$ cat src/rtl/serout_tx_sequencer_pkg.sv
// serout_tx_sequencer_pkg: state encoding and frame geometry shared by the SEROUT/SERIN sequencers
package serout_tx_sequencer_pkg;
  typedef enum logic {IDLE = 1'b0, SHIFT = 1'b1} state_e;
  localparam int FRAME_BITS_DEF = 10;
  localparam int CNT_W_DEF = 4;
endpackage

$ cat src/rtl/serout_tx_sequencer_frame_counter.sv
// serout_frame_counter: bit-time counter with clear, increment and terminal-count flag
module serout_frame_counter #(
  parameter int CNT_W = 4,
  parameter int FRAME_BITS = 10
) (
  input  logic clk,
  input  logic rst,
  input  logic clr_i,
  input  logic inc_i,
  output logic tc_o
);
  logic [CNT_W-1:0] cnt_q, cnt_d;
  always_comb cnt_d = clr_i ? '0 : inc_i ? cnt_q + 1'b1 : cnt_q;
  always_ff @(posedge clk)
    if (rst) cnt_q <= '0;
    else cnt_q <= cnt_d;
  assign tc_o = cnt_q == CNT_W'(FRAME_BITS - 1);
endmodule

$ cat src/rtl/serout_tx_sequencer.sv
// serout_tx_sequencer: turns baud ticks into load/shift strobes and tracks the SEROUT holding register
module serout_tx_sequencer
  import serout_tx_sequencer_pkg::*;
#(
  parameter int FRAME_BITS = FRAME_BITS_DEF,
  parameter int CNT_W = CNT_W_DEF
) (
  input  logic clk,
  input  logic reset,
  input  logic enp,
  input  logic wr_serout,
  input  logic bit_tick,
  output logic load,
  output logic shift,
  output logic odn_pulse,
  output logic tx_done,
  output logic overrun,
  output logic busy
);
  state_e state_q, state_d;
  logic pending_q, pending_d, odn_q, ovr_q, txd_q;
  logic tk, wr, tc, at_end;
  assign tk = enp & bit_tick & ~reset;
  assign wr = wr_serout & enp;
  // a frame boundary is either idle or the stop bit finishing its bit time
  assign at_end = (state_q == IDLE) | tc;
  always_comb begin
    load = tk & at_end & pending_q;
    shift = tk & (state_q == SHIFT) & ~tc;
    state_d = (tk & at_end) ? (pending_q ? SHIFT : IDLE) : state_q;
    pending_d = load ? wr : pending_q | wr;
  end
  serout_frame_counter #(.CNT_W(CNT_W), .FRAME_BITS(FRAME_BITS)) u_cnt (
    .clk  (clk),
    .rst  (reset),
    .clr_i(tk & at_end),
    .inc_i(shift),
    .tc_o (tc)
  );
  always_ff @(posedge clk)
    if (reset) begin
      state_q <= IDLE;
      pending_q <= 1'b0;
      odn_q <= 1'b0;
      ovr_q <= 1'b0;
      txd_q <= 1'b1;
    end else begin
      state_q <= state_d;
      pending_q <= pending_d;
      odn_q <= load;
      ovr_q <= wr & pending_q & ~load;
      txd_q <= (state_d == IDLE) & ~pending_d;
    end
  assign odn_pulse = odn_q;
  assign overrun = ovr_q;
  assign tx_done = txd_q;
  assign busy = state_q == SHIFT;
endmodule

$ cat config.mk
export PLATFORM = sky130hd
export DESIGN_NAME = serout_tx_sequencer
export DESIGN_NICKNAME = d
export VERILOG_FILES = /design/src/rtl/serout_tx_sequencer_pkg.sv /design/src/rtl/serout_tx_sequencer_frame_counter.sv /design/src/rtl/serout_tx_sequencer.sv
export SDC_FILE = /design/constraint.sdc
export NUM_CORES = 1
export LEC_CHECK = 0
export CELL_PAD_IN_SITES_DETAIL_PLACEMENT = 1
export CELL_PAD_IN_SITES_GLOBAL_PLACEMENT = 2
export CORE_MARGIN = 2
export CORE_UTILIZATION = 25
export DETAILED_ROUTE_END_ITERATION = 8
export GPL_TIMING_DRIVEN = 0
export PLACE_DENSITY_LB_ADDON = 0.25
export SLEW_MARGIN = 20
export SYNTH_ARGS = -nofsm -noshare
export SYNTH_HDL_FRONTEND = slang
export SYNTH_SLANG_ARGS = --single-unit
$ cat constraint.sdc
create_clock -name clk -period 1.6 [get_ports clk]
set_input_delay 0.24 -clock clk [delete_from_list [all_inputs] [get_ports clk]]
set_output_delay 0.24 -clock clk [all_outputs]
set_load 0.03 [all_outputs]
==> metrics.log <==
INFO  metric post_drt_via_cell_ratio = 5.012
INFO  metric fin_area = 633.1 sq um
INFO  metric min_period = 1.593 ns
INFO  metric die-width = 44.64 um
INFO  metric cts_buffers = 3
INFO  metric cts_root_buf = clkbuf_4
INFO  metric dr_total_vias = 416
INFO  metric whs_path_depth = 2
INFO  metric crit_path_max_fanout = 4
INFO  metric top_level_ports = 11
INFO  metric cts_sinks = 9
INFO  metric vdd_ir_drop_max = 0.3616 mV
INFO  metric antenna_cells = 0
INFO  metric postSynthRegisterBits = 9
INFO  metric largest_net_degree_at_the_start_of_global_routing = 11
INFO  metric asyncSetResetFlopFracSynth = 0
INFO  metric antenna_found_initial = 0
INFO  metric finalSetupViolCount = 0
INFO  metric synth.most_common_cell = dfxtp_1
INFO  metric min_period_over_period = 0.9957
INFO  metric clockBufferDepth = 2
INFO  metric dominantRegCellSynth = dfxtp_1
INFO  metric worstPathRequired = 1.36 ns
INFO  metric yosys-top-cells-count = 9 x dfxtp_1, 6 x nand2_1, 3 x a211oi_1, 3 x a21oi_1
INFO  metric synth_seq_area_share = 0.4364
INFO  metric core = 0.001524 sq mm
INFO  metric netlist_area = 412.9 sq um
INFO  metric synth_top_cell_area_share = 0.4364
INFO  metric grt_remaining_overflow = 0
INFO  metric post_synth_num_cell_types = 25
INFO  metric buffer_ports.inserted = 10
INFO  metric synth_warnings = 0
INFO  metric drtIter0Drc = 2
INFO  metric cellLeakagePower = 0.2258 nW
INFO  metric cts-htree-levels = 1
INFO  metric fp.dieH = 44.64 um
INFO  metric hold_viol = 0
INFO  metric gp_congestion = 0.6856
INFO  metric worst-endpoint-arrival = 1.35 ns
INFO  metric post_cts_hold_buffer_count = 0
INFO  metric tritoncts = yes
INFO  metric power.density = 747.3 mW/mm^2
INFO  metric routed_wl = 1029 um
INFO  metric max-slew-margin-rel = 0.7949
INFO  metric clock_skew = 0.0003768 ns
INFO  metric clk_pin_slew_worst_paths = 0.07 ns
INFO  metric placementRows = 14
INFO  metric synth_area_per_cell = 8.785 sq um
INFO  metric layout-drive-gt1-share = 0.3433
INFO  metric yosys.area.top_type = dfxtp_1
INFO  metric max-cap-violations = 0
INFO  metric grt_setup_unrepaired = yes
INFO  metric critPathCaptureType = primary output
INFO  metric synth_edf_count = 0
INFO  metric grt_util_all_layers = 0.1263
INFO  metric maxSlewViolCount = 0
INFO  metric avgRoutedWirePerCell = 12.40 um
INFO  metric status = finished, final reports clean
INFO  metric startpoint_type = flop
INFO  metric grt_pass1_wl = 1800 um
INFO  metric post_synth_main_area_contributors = dfxtp_1 44%, ha_1 6.1%, a211oi_1 5.5%
INFO  metric areaGrowthSynthToFinish = 53.33%
INFO  metric place.detailed.hpwl = 724 um
INFO  metric synth_fp_nets = 54
INFO  metric worst-slew-pin-transition = 0.3066 ns
INFO  metric start_util = 0.2709
INFO  metric synthCells = 47
INFO  metric clkLatencyLatePin = 0.27 ns
INFO  metric grt_pass1_vias = 387
INFO  metric utilization = 0.4154
INFO  metric placement.cell_area = 538.0 sq um
INFO  metric setup.worst_path.class = reg -> out
INFO  metric timing.setup.tns = 0 ns
INFO  metric drtAntennaViolNets = 0
INFO  metric first_pass_iters = 4
INFO  metric design.final.nets = 75
INFO  metric detail_route.drc_violations = 0
INFO  metric reg2reg_depth = 7
INFO  metric fp.dieArea = 0.001993 sq mm
INFO  metric maxClockFrequency = 627.7 MHz
INFO  metric holdCritPathClass = reg -> reg
[worst paths after layout]
kind                       start  slack [ns]   end
setup / recovery  u_cnt.cnt_q[1]       0.007  load
hold reg to reg        pending_q        0.50  busy
hold / removal         pending_q        0.50  busy
setup reg to reg  u_cnt.cnt_q[1]        0.17  busy
[repair_timing]
item / in CTS / in global routing
resized for setup: 22 / 1
pin swaps: 2 / 0
endpoints found under the hold margin: 0 / 0
setup endpoints to repair: 2 / 2
setup buffers: 6 / 0
[cells in the final DEF, fill, tap and decap left out, drive strengths merged]
cell type / n
and2: 1
o21ai: 2
nor2b: 1
ha: 2
nand2: 7
clkbuf: 5
a311oi: 1
clkdlybuf4s50: 8
or4: 1
buf: 9
nand4b: 1
a21o: 1
a31oi: 1
a21oi: 3
nor2: 2
inv: 2
nand2b: 1
nand3b: 2
o2bb2ai: 1
nand3: 2
a211oi: 3
o31ai: 1
dfxtp: 9
nand4: 1
[metal layers]
metal  track usage  routed length (um)
met1        0.1872                 535
met2        0.1652                 435
met3       0.03673                  45
met4       0.05455                  12
met5             0                   0
[critical path: stages (launching register included)]
cell      delay, ns
dfxtp_2        0.33
inv_2          0.06
ha_4           0.11
nand3b_1       0.17
a211oi_2       0.23
buf_4          0.19
[sequential cells by signal, summed over array words and instances (netlist names)]
register	cells
u_cnt.cnt_q	4
busy	1
tx_done	1
odn_pulse	1
overrun	1
pending_q	1
[cell families after synthesis]
kind of cell,Yosys count,share of synthesized area
AO/OA/AOI/OAI,13,0.2091
AND/OR/NAND/NOR,19,0.2485
flip-flops,9,0.4364
adder cells (fa/ha/maj),2,0.06060
buffers and inverters,4,0.04544
[layout make-up]
type                       instances  area, sq um
timing repair buffer              16        140.1
multi-input combinational         34        241.5
inverter                           2        7.507
sequential                         9        185.2
tap                               16        20.02
fill                             184        890.9
buffer                             2        12.51
clock buffer                       4        26.28
[metrics by stage]
stage | setup WS (ns) | hold WS [ns] | cells | power (mW)
after floorplan | 0.06329 | 0.3330 | 47 | 0.2632
after global placement | -0.6155 | 0.4835 | 73 | 0.2882
after detailed placement | -0.6018 | 0.4937 | 73 | 0.2882
after CTS | 0.002161 | 0.5034 | 83 | 0.4802
after global routing | -0.04338 | 0.5278 | 83 | 0.4979
final | 0.006957 | 0.4957 | 83 | 0.4731
[where the power goes]
part	internal [mW]	total [mW]	switching, mW
Combinational	0.0247	0.0540	0.0293
Clock	0.0965	0.189	0.0930
Sequential	0.227	0.230	0.00245
No activity file was read; power rests on OpenSTA's default activity.
